File: src/rtl/aes_mixcol_engine_if.sv
// Valid/ready handshake bundle for aes_mixcol_engine (upstream state in, transformed state out).
// AES_MIXCOL_BYPASS_EN adds the per-transaction bypass request.
interface aes_mixcol_engine_if;
  logic         in_valid;
  logic         in_ready;
  logic [127:0] in_state;
  logic         in_inverse;
  logic         out_valid;
  logic         out_ready;
  logic [127:0] out_state;
  logic         busy;
`ifdef AES_MIXCOL_BYPASS_EN
  logic         bypass;

  modport master (
    output in_valid, in_state, in_inverse, out_ready, bypass,
    input  in_ready, out_valid, out_state, busy
  );

  modport slave (
    input  in_valid, in_state, in_inverse, out_ready, bypass,
    output in_ready, out_valid, out_state, busy
  );
`else
  modport master (
    output in_valid, in_state, in_inverse, out_ready,
    input  in_ready, out_valid, out_state, busy
  );

  modport slave (
    input  in_valid, in_state, in_inverse, out_ready,
    output in_ready, out_valid, out_state, busy
  );
`endif
endinterface

File: src/rtl/aes_mixcol_engine.sv
// Sequential MixColumns / InvMixColumns over a 128-bit AES state, COLS_PER_CYCLE columns per clock.
// Optional macro AES_MIXCOL_BYPASS_EN: bypass request skips the transform (final AES round).
//
// state | meaning
// IDLE  | in_ready high, waiting for a state to accept
// BUSY  | transforming columns in place, col_cnt_q selects the first column of this cycle
// DONE  | result held on out_state with out_valid until out_ready
module aes_mixcol_engine #(
  parameter int         COLS_PER_CYCLE = 1,
  parameter logic [7:0] POLY           = 8'h1B
) (
  input  logic               clk,
  input  logic               rst_n,
  aes_mixcol_engine_if.slave bus
);

  if (!(COLS_PER_CYCLE == 1 || COLS_PER_CYCLE == 2 || COLS_PER_CYCLE == 4)) begin : g_bad_cpc
    $error("aes_mixcol_engine: COLS_PER_CYCLE must be 1, 2 or 4");
  end

  typedef enum logic [1:0] {
    IDLE = 2'd0,
    BUSY = 2'd1,
    DONE = 2'd2
  } state_e;

  localparam logic [2:0] COL_STEP = 3'(COLS_PER_CYCLE);

  state_e       state_q, state_d;
  logic [1:0]   col_cnt_q, col_cnt_d;
  logic [127:0] work_q, work_d;
  logic         mode_q, mode_d;

  logic         accept;
  logic [2:0]   col_sum;
  logic         last_step;
  logic [1:0]   col_idx;
  logic [31:0]  col_cur [4];
  logic [31:0]  col_new [4];
  logic [127:0] work_mixed;

  function automatic logic [7:0] xtime(input logic [7:0] x);
    return {x[6:0], 1'b0} ^ (x[7] ? POLY : 8'h00);
  endfunction

  function automatic logic [31:0] mix_col(input logic [31:0] col, input logic inv);
    logic [7:0] a  [4];
    logic [7:0] m2 [4];
    logic [7:0] m4 [4];
    logic [7:0] m8 [4];
    logic [7:0] y  [4];
    for (int r = 0; r < 4; r++) begin
      a[r]  = col[31-8*r -: 8];
      m2[r] = xtime(a[r]);
      m4[r] = xtime(m2[r]);
      m8[r] = xtime(m4[r]);
    end
    for (int r = 0; r < 4; r++) begin
      if (!inv) begin
        y[r] = m2[r] ^ (m2[(r+1)%4] ^ a[(r+1)%4]) ^ a[(r+2)%4] ^ a[(r+3)%4];
      end else begin
        y[r] = (m8[r] ^ m4[r] ^ m2[r])
             ^ (m8[(r+1)%4] ^ m2[(r+1)%4] ^ a[(r+1)%4])
             ^ (m8[(r+2)%4] ^ m4[(r+2)%4] ^ a[(r+2)%4])
             ^ (m8[(r+3)%4] ^ a[(r+3)%4]);
      end
    end
    return {y[0], y[1], y[2], y[3]};
  endfunction

  assign accept    = (state_q == IDLE) && bus.in_valid;
  assign col_sum   = {1'b0, col_cnt_q} + COL_STEP;
  assign last_step = col_sum[2];

  // Only the columns selected by col_cnt_q are rewritten; the rest pass through.
  always_comb begin
    col_idx = '0;
    for (int i = 0; i < 4; i++) begin
      col_cur[i] = work_q[127-32*i -: 32];
    end
    col_new = col_cur;
    for (int j = 0; j < COLS_PER_CYCLE; j++) begin
      col_idx          = col_cnt_q + 2'(j);
      col_new[col_idx] = mix_col(col_cur[col_idx], mode_q);
    end
    work_mixed = {col_new[0], col_new[1], col_new[2], col_new[3]};
  end

  always_ff @(posedge clk or negedge rst_n) begin
    if (!rst_n) begin
      state_q   <= IDLE;
      col_cnt_q <= '0;
      work_q    <= '0;
      mode_q    <= 1'b0;
    end else begin
      state_q   <= state_d;
      col_cnt_q <= col_cnt_d;
      work_q    <= work_d;
      mode_q    <= mode_d;
    end
  end

  always_comb begin
    state_d   = state_q;
    col_cnt_d = col_cnt_q;
    work_d    = work_q;
    mode_d    = mode_q;
    unique case (state_q)
      IDLE: begin
        if (accept) begin
          work_d    = bus.in_state;
          mode_d    = bus.in_inverse;
          col_cnt_d = '0;
          state_d   = BUSY;
`ifdef AES_MIXCOL_BYPASS_EN
          if (bus.bypass) state_d = DONE;
`endif
        end
      end
      BUSY: begin
        work_d    = work_mixed;
        col_cnt_d = col_sum[1:0];
        if (last_step) state_d = DONE;
      end
      DONE: begin
        if (bus.out_ready) state_d = IDLE;
      end
      default: state_d = IDLE;
    endcase
  end

  // Outside DONE the output bus reads zero so no partial result is visible.
  always_comb begin
    bus.in_ready  = (state_q == IDLE);
    bus.out_valid = (state_q == DONE);
    bus.busy      = (state_q == BUSY) || (state_q == DONE);
    bus.out_state = (state_q == DONE) ? work_q : '0;
  end

endmodule

File: src/flat_wrapper.sv
// flat-port wrapper written by rule: the top's interface ports become plain ports
module aes_mixcol_engine_flat 
#(
  parameter int         COLS_PER_CYCLE = 1,
  parameter logic [7:0] POLY           = 8'h1B
)
  (clk, rst_n, bus_in_valid, bus_in_state, bus_in_inverse, bus_out_ready, bus_in_ready, bus_out_valid, bus_out_state, bus_busy);
  aes_mixcol_engine_if bus_i ();
  input  logic clk;
  input  logic rst_n;
  input wire logic [$bits(bus_i.in_valid)-1:0] bus_in_valid;
  input wire logic [$bits(bus_i.in_state)-1:0] bus_in_state;
  input wire logic [$bits(bus_i.in_inverse)-1:0] bus_in_inverse;
  input wire logic [$bits(bus_i.out_ready)-1:0] bus_out_ready;
  output wire logic [$bits(bus_i.in_ready)-1:0] bus_in_ready;
  output wire logic [$bits(bus_i.out_valid)-1:0] bus_out_valid;
  output wire logic [$bits(bus_i.out_state)-1:0] bus_out_state;
  output wire logic [$bits(bus_i.busy)-1:0] bus_busy;
  assign bus_i.in_valid = bus_in_valid;
  assign bus_i.in_state = bus_in_state;
  assign bus_i.in_inverse = bus_in_inverse;
  assign bus_i.out_ready = bus_out_ready;
  assign bus_in_ready = bus_i.in_ready;
  assign bus_out_valid = bus_i.out_valid;
  assign bus_out_state = bus_i.out_state;
  assign bus_busy = bus_i.busy;
  aes_mixcol_engine #(.COLS_PER_CYCLE(COLS_PER_CYCLE), .POLY(POLY)) u_core (.clk(clk), .rst_n(rst_n), .bus(bus_i));
endmodule
File: config.mk
export PLATFORM = sky130hd
export DESIGN_NAME = aes_mixcol_engine_flat
export DESIGN_NICKNAME = d
export VERILOG_FILES = /design/src/rtl/aes_mixcol_engine_if.sv /design/src/rtl/aes_mixcol_engine.sv /design/src/flat_wrapper.sv
export SDC_FILE = /design/constraint.sdc
export NUM_CORES = 1
export LEC_CHECK = 0
export CAP_MARGIN = 10
export CORE_ASPECT_RATIO = 1.5
export CORE_MARGIN = 4
export CORE_UTILIZATION = 55
export DETAILED_ROUTE_END_ITERATION = 12
export HOLD_SLACK_MARGIN = 0.15
export PLACE_DENSITY = 0.87
export RECOVER_POWER = 25
export SLEW_MARGIN = 20
export SYNTH_ARGS = -nofsm -noshare
export SYNTH_HDL_FRONTEND = slang
export SYNTH_SLANG_ARGS = --single-unit
File: constraint.sdc
create_clock -name clk -period 8 [get_ports clk]
set_clock_uncertainty 0.05 [all_clocks]
set_input_delay 1.6 -clock clk [delete_from_list [all_inputs] [get_ports clk]]
set_output_delay 1.6 -clock clk [all_outputs]
set_load 0.005 [all_outputs]
# Word-level counts from Yosys, hierarchy flattened
# Index checks and enable logic that the tools add are counted.
[totals]
regBits = 133
in_bits = 133
out_inout_bits = 131
[op_classes]
n_addsub = 1
order_cmp = 2
eq_ne = 5
muxes = 31
bitwise = 65
reduce_logical = 8
[ops]
columns = ["operator", "n"]
rows = [
  ["8-bit XOR", 64],
  ["128-bit two-way mux", 2],
  ["128-bit one-hot mux with 2 select lines", 1],
  ["128-bit bitwise mux", 1],
  ["32-bit two-way mux", 3],
  ["32-bit binary-select mux with 2-bit select", 1],
  ["32-bit demux with 2-bit select", 1],
  ["5-bit two-way mux", 12],
  ["8-bit two-way mux", 4],
  ["2-bit two-way mux", 4],
  ["2-bit one-hot mux with 3 select lines", 1],
  ["2-bit by 1-bit != test with 1-bit output, second input constant", 2],
  ["2-bit one-hot mux with 2 select lines", 1],
  ["2-bit AND reduction", 2],
  ["2-bit by 1-bit adder with 3-bit output, second input constant", 1],
  ["3-bit >= comparator, second input constant", 1],
  ["3-bit by 1-bit less-than comparator with 1-bit output, second input constant", 1],
  ["2-bit inverter with 3-bit output", 1],
  ["3-bit AND reduction", 1],
  ["2-bit by 1-bit == test with 1-bit output, second input constant", 1],
  ["2-bit == test, second input constant", 1],
  ["1-bit logical AND", 2],
  ["2-bit logical NOT", 1],
  ["2-bit != test, second input constant", 1],
  ["2 further kinds", 2],
]

# Logic depth before layout (Yosys ltp)
# Gate-level depths: netlist (run 1).
[depth]
depth_word = 18
ltp_mapped = 13
mapped_depth_nobuf = 8

# Least setup slack after synthesis (run 1)
# No wires, ideal clock.
[synth_path]
kind = "register -> register"
from = "register u_core.col_cnt_q[1]"
to = "register u_core.work_q[101] (netlist: u_core.col_cur[101])"
arrival_time_ns = 3.263
slack_ns = 4.593
stages_incl_launch_ff = 11
n_path_buf = 2
path_cell_list = "dfrtp_1 > buf_2 > mux4_1 > buf_2 > xnor2_2 > xnor3_1 > xnor3_1 > nor2_2 > xnor3_1 > and2_1 > a211oi_1"
[synth_via]
elab_chain_len = 16
elab_cells_between_ends = 46
classes_between = "2 x order compare; 16 x mux; 27 x bitwise; 1 x reduce/logical"
[synth_rtl]
columns = ["element", "line_no", "source"]
rows = [
  ["start: declaration", "aes_mixcol_engine.sv:30", "logic [1:0] col_cnt_q, col_cnt_d;"],
  ["start signal: assignment", "aes_mixcol_engine.sv:97", "col_cnt_q <= col_cnt_d;"],
  ["2-bit inverter with 3-bit output (implied by the code) *", "aes_mixcol_engine.sv:84", "col_new[col_idx] = mix_col(col_cur[col_idx], mode_q);"],
  ["32-bit binary-select mux with 2-bit select", "aes_mixcol_engine.sv:84", ""],
  ["32-bit two-way mux (implied by the code) (2 in series)", "aes_mixcol_engine.sv:84", ""],
  ["5-bit two-way mux or 8-bit XOR (tied branches)", "aes_mixcol_engine.sv:43", "return {x[6:0], 1'b0} ^ (x[7] ? POLY : 8'h00);"],
  ["8-bit XOR or 5-bit two-way mux (tied branches)", "aes_mixcol_engine.sv:43", ""],
  ["8-bit XOR (2 in series)", "aes_mixcol_engine.sv:43", ""],
  ["8-bit XOR (on tied branches) (2 in series)", "aes_mixcol_engine.sv:62, aes_mixcol_engine.sv:63", ""],
  ["8-bit XOR", "aes_mixcol_engine.sv:63", "^ (m8[(r+1)%4] ^ m2[(r+1)%4] ^ a[(r+1)%4])"],
  ["8-bit XOR", "aes_mixcol_engine.sv:64", "^ (m8[(r+2)%4] ^ m4[(r+2)%4] ^ a[(r+2)%4])"],
  ["8-bit XOR", "aes_mixcol_engine.sv:65", "^ (m8[(r+3)%4] ^ a[(r+3)%4]);"],
  ["8-bit two-way mux", "aes_mixcol_engine.sv:59", "if (!inv) begin"],
  ["128-bit bitwise mux *", "aes_mixcol_engine.sv:84", ""],
  ["128-bit one-hot mux with 2 select lines *", "aes_mixcol_engine.sv:108", "unique case (state_q)"],
  ["end signal: assignment", "aes_mixcol_engine.sv:98", "work_q <= work_d;"],
  ["end: declaration", "aes_mixcol_engine.sv:31", "logic [127:0] work_q, work_d;"],
]
# Mark *: on every way between the ends. The rest lies on a longest branch, timed or not. The select of a mux whose other input is x is not followed.
# A chain may end at the register's enable or synchronous reset.

==> results.toml, run 1 <==
[status]
outcome = "finished with violations"
violations = "max-capacitance violations, max-slew violations"

[clock_tree]
ctsResizeCount = 0
h-tree-depth = 4
cts.sinks = 133
path_clk_slew_ns = 0.06
cts_root_buffer = "clkbuf_16"
cts-hold-fix-buffers = 0
cts_setup_buffers = 0
clockBufferDepth = 2
cts_buffers = 17
cts_tree = "done"
insertion_delay_ns = 0.44

[worst_setup_path]
startpoint_type = "input pin"
path_class = "in2async"
r2r_slack_ns = 3.41
end_kind = "asynchronous set/reset pin"
cp_slowest_cell = "clkbuf_1"
crit_buf_inv = 2
cp_top_family = "buffers and inverters"
crit_chain = "clkbuf_1, clkbuf_2"
cp.depth = 2
r2r_cells = 9
cp_max_fo = 78
arrival_ns = 5.59
cp.required_ns = 8.10
critPathMaxStageDelay_ns = 2.19

[drt]
post_drt_wl_per_cell_um = 24.1
post-route-drc-count = 0
first_pass_iters = 8
num_vias = 10100
drt_iter0_markers = 1207
ant_nets = 0
wl_um = 38600
vias_per_cell = 6.31

[placement]
port-buffer-count = 263
dp_hpwl_um = 27500
gp_congestion = 1.05

[sta]
clock.fmax_mhz = 182
max-slew-margin-rel = -1.12
tns_ns = 0
finalHoldViolations = 0
finalSetupViolations = 0
rsz0062_at_grt = "false"
timing.final.crit_share = 0.686
fin_crit_ns = 5.48
tightest_slew_ns = 3.18
drv_slew = 136

[logic_synthesis]
synth.distinct_cells = 43
syn-cell-area_um2 = 10900
synth_seq_cells = 133
seq_area_frac_synth = 0.306
avgSynthCellArea_um2 = 9.61
synth_nets = 1274
yosysWarnings = 0
synth_cells = 1134

[grt]
grt_pass1_wl_um = 58700
overflow = 0
grt_max_degree = 101
antenna_found_initial = 2
grt_pass1_vias = 10400
grt_usage = 0.346

[floorplanning]
die_width_um = 123
die_area_um2 = 22200
core.rowCount = 62
fp.dieH_um = 180
core_um2 = 19300
initial_core_util = 0.564
io_pins = 264

[job]
maxCapViolations = 2

[final_layout]
drive_above_1_share = 0.0730
nFillCells = 1344
fin_nets = 1470
area_growth_pct = 29.8

[min_path]
hp-class = "reg2reg"
hold_depth = 1
## Yosys cell counts, drive strengths merged
| cell | number | area share |
|---|---|---|
| mux4 | 32 | 0.070 |
| nor3 | 1 | 0.00046 |
| buf | 26 | 0.017 |
| a22oi | 8 | 0.0055 |
| mux2 | 2 | 0.0021 |
| and2 | 134 | 0.077 |
| a21oi | 111 | 0.051 |
| xor2 | 42 | 0.035 |
| a21o | 33 | 0.023 |
| inv | 8 | 0.0028 |
| mux2i | 20 | 0.018 |
| xnor3 | 26 | 0.054 |
| clkbuf | 73 | 0.025 |
| nand3 | 2 | 0.00092 |
| o221ai | 3 | 0.0024 |
| ha | 7 | 0.0080 |
| xor3 | 7 | 0.015 |
| nor3b | 1 | 0.00069 |
| or3 | 3 | 0.0017 |
| nand2 | 39 | 0.013 |
| dfrtp | 133 | 0.31 |
| xnor2 | 147 | 0.13 |
| o211ai | 20 | 0.014 |
| nor2 | 114 | 0.040 |
| o22ai | 32 | 0.018 |
| a21boi | 1 | 0.00069 |
| nand2b | 5 | 0.0029 |
| o21ai | 42 | 0.019 |
| a211oi | 62 | 0.045 |
## sequential cells by signal, indices dropped and copies added (netlist names)
name	cells
u_core.col_cnt_q	2
u_core.state_q	2
u_core.mode_q	1
u_core.col_cur	128
## through the flow
step	worst slack, ns	utilization	cells	hold WS, ns	instance area (um^2)
after global placement	3.61	0.700	1567	0.482	13500
final	2.52	0.732	1601	0.510	14100
after detailed placement	3.48	0.700	1567	0.495	13500
after floorplan	4.59	-	1134	0.452	10900
after CTS	3.29	0.732	1599	0.508	14100
after global routing	1.76	0.732	1601	0.521	14100
## routing by layer
metal,up-vias,track usage,wire length (um)
li1,4372,-,-
met4,0,0.211,2430
met1,4864,0.413,13300
met2,690,0.565,19400
met3,179,0.0741,3540
met5,-,0,0
## layout by cell type (no fill, tap or decap), types with 3 or more instances in the layout
cell and n:
inv_6 3, xor2_1 40, or3_1 3, mux4_1 12, o211ai_1 20, clkinv_4 3, mux2i_1 20, clkdlybuf4s50_1 261
dfrtp_1 132, a211oi_1 56, clkinvlp_4 3, xnor2_1 134, a211oi_2 6, ha_1 5, a21oi_1 110, xnor3_1 25
inv_1 7, nand2b_1 5, xnor2_2 10, xor3_1 7, nand2_1 38, a21o_1 33, a22oi_1 8, buf_4 12
mux4_2 20, bufinv_16 3, o22ai_1 32, o21ai_0 38, o221ai_1 3, nor2_1 113, clkbuf_16 17, xnor2_4 3
and2_1 134
## kinds of logic (layout without fill, tap and decap cells)
logic type / count (synthesis) / count (layout) / synth area share
compound gates: 312 / 312 / 0.180
xor+xnor: 222 / 222 / 0.235
fa+ha+maj: 7 / 7 / 0.00804
buf+inv: 107 / 316 / 0.0450
flops: 133 / 133 / 0.306
mux: 54 / 54 / 0.0907
other cells: 0 / 2 / 0
simple gates: 299 / 299 / 0.137
## final timing paths
check	from	endpoint
worst max register to register	u_core.col_cnt_q[0]$_DFFE_PN0P_	u_core.col_cur[101]$_DFFE_PN0P_
worst min-delay path	u_core.state_q[0]$_DFFE_PN0P_	u_core.state_q[0]$_DFFE_PN0P_
worst min register to register	u_core.state_q[0]$_DFFE_PN0P_	u_core.state_q[0]$_DFFE_PN0P_
min in group asynchronous	rst_n	u_core.col_cur[88]$_DFFE_PN0P_
max in group clk	u_core.state_q[0]$_DFFE_PN0P_	bus_out_state[22]
worst max-delay path	rst_n	u_core.col_cur[44]$_DFFE_PN0P_
## final cells by class
class	count	area, um^2	share of cell area
Antenna cell	2	5.00	0.000354
Clock buffer	18	439	0.0311
Clock inverter	14	175	0.0124
Inverter	8	30.0	0.00212
Multi-Input combinational cell	894	7120	0.503
Sequential cell	133	3330	0.235
Tap cell	256	320	0.0227
Timing Repair Buffer	276	2720	0.192
Power of run 1 is not shown: default switching activity piles up to over one toggle a cycle in this logic, so the estimate is an artifact.
==> run 2: changes to the inputs <==
--- a/config.mk
+++ b/config.mk
@@ -8,10 +8,10 @@
 export CAP_MARGIN = 10
 export CORE_ASPECT_RATIO = 1.5
 export CORE_MARGIN = 4
-export CORE_UTILIZATION = 55
+export CORE_UTILIZATION = 46
 export DETAILED_ROUTE_END_ITERATION = 12
 export HOLD_SLACK_MARGIN = 0.15
-export PLACE_DENSITY = 0.87
+export PLACE_DENSITY = 0.78
 export RECOVER_POWER = 25
 export SLEW_MARGIN = 20
 export SYNTH_ARGS = -nofsm -noshare
==> constraint.sdc (replaced) <==
create_clock -name clk -period 4.54 [get_ports clk]
set_clock_uncertainty 0.05 [all_clocks]
set_input_delay 0.908 -clock clk [delete_from_list [all_inputs] [get_ports clk]]
set_output_delay 0.908 -clock clk [all_outputs]
set_load 0.005 [all_outputs]
==> run 2 against run 1 <==
The flow still finishes with violations (max-capacitance violations, max-slew violations). Critical endpoint is now u_core.col_cur[116]$_DFFE_PN0P_. Utilization fell by 11 points. Die area increased by 18%. Non-clock buffer count rose by 17. Count of clock-buffer cells in the layout rose by 2. Register-to-register slack got worse by 2.8 ns. Setup slack worse by 1.9 ns. First-iteration DRC count decreased by 22%. Flip-flop and latch count stayed put. Critical path type is now reg2reg. Global-route usage down 4.0 points. Final cell count increased by 4.7%.
==> results.toml, run 2 (same netlist as run 1, synthesis figures left out) <==
[clock_tree]
cts.sinks = 133
h-tree-depth = 4
ctsResizeCount = 0
clockBufferDepth = 2
cts_root_buffer = "clkbuf_16"
cts_tree = "done"
cts_buffers = 17
cts-hold-fix-buffers = 0
cts_setup_buffers = 0
path_clk_slew_ns = 0.06
insertion_delay_ns = 0.43

[drt]
drt_iter0_markers = 944
vias_per_cell = 5.95
ant_nets = 0
post-route-drc-count = 0
post_drt_wl_per_cell_um = 24.3
first_pass_iters = 6
wl_um = 40700
num_vias = 9973

[job]
maxCapViolations = 1

[worst_setup_path]
critPathMaxStageDelay_ns = 0.85
cp_top_family = "XOR/XNOR gates"
crit_chain = "buf_12, mux4_1, xnor2_1, buf_4, xnor2_1, xor3_1, a21oi_1, xnor2_1, nor2_1, a211oi_1"
crit_top_cell = "xnor2_1"
crit_buf_inv = 2
end_kind = "register"
path_class = "reg2reg"
cp.required_ns = 4.80
cp_max_fo = 19
arrival_ns = 4.22
startpoint_type = "register"
cp_slowest_cell = "mux4_1"

[sta]
fin_crit_ns = 3.95
drv_slew = 54
tightest_slew_ns = 3.21
timing.final.crit_share = 0.871
max-slew-margin-rel = -1.14
rsz0062_at_grt = "false"
finalHoldViolations = 0
tns_ns = 0
clock.fmax_mhz = 253
finalSetupViolations = 0

[final_layout]
multi_input_area_um2 = 7110
regArea_um2 = 3330
nFillCells = 1987
area_growth_pct = 31.9
final_common_cell = "clkdlybuf4s50_1"
largest_reg_flops = 128
fin_nets = 1487
fin_area_um2 = 14400
drive_above_1_share = 0.0839
most-common-layout-cells = "261 x clkdlybuf4s50_1, 134 x and2_1, 134 x xnor2_1, 132 x dfrtp_1, 113 x nor2_1"

[placement]
port-buffer-count = 263
dp_hpwl_um = 29800
gp_congestion = 0.984
place_area_um2 = 13800

[floorplanning]
io_pins = 264
die_width_um = 134
fp.dieH_um = 196
core.rowCount = 68
die_area_um2 = 26300
core_um2 = 23100
initial_core_util = 0.471

[min_path]
hp-class = "reg2reg"

[grt]
overflow = 0
grt_pass1_vias = 10400
grt_usage = 0.306
grt_max_degree = 131
grt_pass1_wl_um = 61400
antenna_found_initial = 2

[status]
violations = "max-capacitance violations, max-slew violations"
outcome = "finished with violations"
[run 2: changes by cell type in the layout (fill, tap and decap cells not counted), sizes merged]
cell,delta
buf,+18
inv,-3
clkbuf,+1
[run 2: cell type report]
type,instances,area share
diodes,2,0.000348
clock buffers,20,0.0318
clock inverters,11,0.0106
inverters,8,0.00209
multi-input cells,894,0.495
flip-flops and latches,133,0.232
well taps,315,0.0274
repair buffers,293,0.201
[run 2: path summary, 6_finish.rpt]
path	startpoint	to	slack, ns	depth (start not counted)
min in group asynchronous	rst_n	u_core.col_cur[56]$_DFFE_PN0P_	1.48	1
max in group asynchronous	rst_n	u_core.col_cnt_q[0]$_DFFE_PN0P_	0.90	1
max reg2reg	u_core.col_cnt_q[0]$_DFFE_PN0P_	u_core.col_cur[116]$_DFFE_PN0P_	0.59	10
max	u_core.col_cnt_q[0]$_DFFE_PN0P_	u_core.col_cur[116]$_DFFE_PN0P_	0.59	10
min	u_core.state_q[0]$_DFFE_PN0P_	u_core.state_q[0]$_DFFE_PN0P_	0.51	1
min reg2reg	u_core.state_q[0]$_DFFE_PN0P_	u_core.state_q[0]$_DFFE_PN0P_	0.51	1
[run 2: per-stage QoR]
step           hold WS, ns  worst slack [ns]   util  std cells
2_1_floorplan        0.452              1.13      -       1134
3_3_place_gp         0.483             0.789  0.594       1643
3_5_place_dp         0.496             0.703  0.594       1643
4_1_cts              0.510             0.618  0.621       1674
5_1_grt              0.521             0.356  0.621       1676
6_report             0.508             0.586  0.621       1676
[run 2: layer usage]
layer	routed length, um	GRT usage	vias up
li1	-	-	4395
met1	14900	0.368	4867
met3	2960	0.0549	162
met4	2560	0.187	0
met5	0	0	-
met2	20300	0.511	549
Power of run 2 is left out for the same reason.
==> run 3: changes to the inputs <==
--- a/config.mk
+++ b/config.mk
@@ -11,6 +11,7 @@
 export CORE_UTILIZATION = 46
 export DETAILED_ROUTE_END_ITERATION = 12
 export HOLD_SLACK_MARGIN = 0.15
+export MAX_ROUTING_LAYER = met4
 export PLACE_DENSITY = 0.78
 export RECOVER_POWER = 25
 export SLEW_MARGIN = 20
==> run 3 against run 2 <==
The run still ends with max-capacitance violations, max-slew violations left. First-iteration DRC count is 6.3% higher. Count of clock-buffer cells in the layout is 1 higher. Worst hold slack better by 0.0072 ns. Register-to-register slack worse by 0.08 ns. Non-clock buffer count is 3 higher. Flip-flop and latch count stayed put. Setup slack worse by 0.075 ns. Utilization hardly changed. Cell area hardly changed. Fmax is 1.9% lower. Critical path type unchanged.
==> results.toml, run 3 (same netlist as run 1, synthesis figures left out) <==
[job]
maxCapViolations = 1

[clock_tree]
insertion_delay_ns = 0.42
path_clk_slew_ns = 0.06
cts_buffers = 17
cts_root_buffer = "clkbuf_16"
ctsResizeCount = 0
h-tree-depth = 4
cts.sinks = 133
cts_tree = "done"
cts_setup_buffers = 0
clockBufferDepth = 2
cts-hold-fix-buffers = 0

[sta]
drv_slew = 54
clock.fmax_mhz = 248
rsz0062_at_grt = "false"
fin_crit_ns = 4.03
max-slew-margin-rel = -1.18
setup_slack_ns = 0.511
finalSetupViolations = 0
timing.final.crit_share = 0.887
tns_ns = 0
finalHoldViolations = 0
tightest_slew_ns = 3.27

[drt]
post-route-drc-count = 0
routed-wl-met2_um = 20500
post_drt_wl_per_cell_um = 23.9
ant_nets = 0
drt_iter0_markers = 1003
wl_um = 40100
wl_met1_um = 15300
num_vias = 9979
first_pass_iters = 7
wl_met3_um = 2470
vias_per_cell = 5.95
maxUsedRoutingLayer = "met4"

[final_layout]
fin_nets = 1490
nFillCells = 1998
most-common-layout-cells = "261 x clkdlybuf4s50_1, 134 x and2_1, 134 x xnor2_1, 132 x dfrtp_1, 113 x nor2_1"
area_growth_pct = 31.8
largest_reg_flops = 128
postLayoutCoreUtil = 0.621
drive_above_1_share = 0.0844
antenna_cells = 0
final_common_cell = "clkdlybuf4s50_1"

[grt]
grt_max_degree = 131
grt_pass1_wl_um = 61500
overflow = 0
grt_pass1_vias = 10400
grt_usage = 0.311
antenna_found_initial = 0

[worst_setup_path]
startpoint_type = "register"
cp.required_ns = 4.76
critPathMaxStageDelay_ns = 0.68
cp_slowest_cell = "mux4_2"
crit_top_cell = "xor2_1"
crit_chain = "buf_4, mux4_2, xnor2_4, xor3_1, xor2_1, xor2_1, nand2_1, xnor2_1, a211oi_1"
arrival_ns = 4.25
path_class = "reg2reg"
cp_max_fo = 15
end_kind = "register"

[floorplanning]
initial_core_util = 0.471
io_pins = 264
core.rowCount = 68
die_width_um = 134
fp.dieH_um = 196
core_um2 = 23100
die_area_um2 = 26300

[placement]
dp_hpwl_um = 29700
port-buffer-count = 263
gp_congestion = 0.975
preCtsSetupSlack_ns = 0.599

[min_path]
hp-class = "reg2reg"

[status]
violations = "max-capacitance violations, max-slew violations"
outcome = "finished with violations"
[run 3: final cells by class]
class | instances | area, um^2 | share of cell area
timing repair buffer | 296 | 2920 | 0.203
clock inverter | 11 | 129 | 0.00897
tap | 315 | 394 | 0.0274
multi-input combinational | 894 | 7110 | 0.495
clock buffer | 21 | 450 | 0.0314
sequential | 133 | 3330 | 0.232
inverter | 8 | 30.0 | 0.00209
[run 3: routing by layer]
layer  vias to the layer above  global-route usage
li1                       4394                   -
met1                      4922               0.381
met2                       552               0.512
met3                       111              0.0439
met4                         0               0.144
met5                         -                   -
[run 3: metrics by stage]
stage | area, um^2 | std cells | hold WS (ns)
4_1_cts | 14400 | 1677 | 0.508
6_report | 14400 | 1678 | 0.515
2_1_floorplan | 10900 | 1134 | 0.452
5_1_grt | 14400 | 1678 | 0.546
3_5_place_dp | 13800 | 1645 | 0.495
3_3_place_gp | 13800 | 1645 | 0.491
[run 3: worst max-delay path, delay by kind of cell, from the launching register on]
family | cells | cell delay (ns)
XOR/XNOR | 5 | 1.83
multiplexers | 1 | 0.68
flip-flops | 1 | 0.66
buffers and inverters | 1 | 0.36
AO/OA/AOI/OAI | 1 | 0.15
AND/OR/NAND/NOR | 1 | 0.13
[run 3: final timing paths]
kind,from,end,slack [ns],cells after the start
max,u_core.col_cnt_q[0]$_DFFE_PN0P_,u_core.col_cur[76]$_DFFE_PN0P_,0.51,9
min,u_core.state_q[0]$_DFFE_PN0P_,u_core.state_q[0]$_DFFE_PN0P_,0.51,1
max reg2reg,u_core.col_cnt_q[0]$_DFFE_PN0P_,u_core.col_cur[76]$_DFFE_PN0P_,0.51,9
min reg2reg,u_core.state_q[0]$_DFFE_PN0P_,u_core.state_q[0]$_DFFE_PN0P_,0.51,1
max in group asynchronous,rst_n,u_core.col_cnt_q[0]$_DFFE_PN0P_,0.82,1
min in group asynchronous,rst_n,u_core.col_cur[56]$_DFFE_PN0P_,1.50,1
Power of run 3 is left out for the same reason.
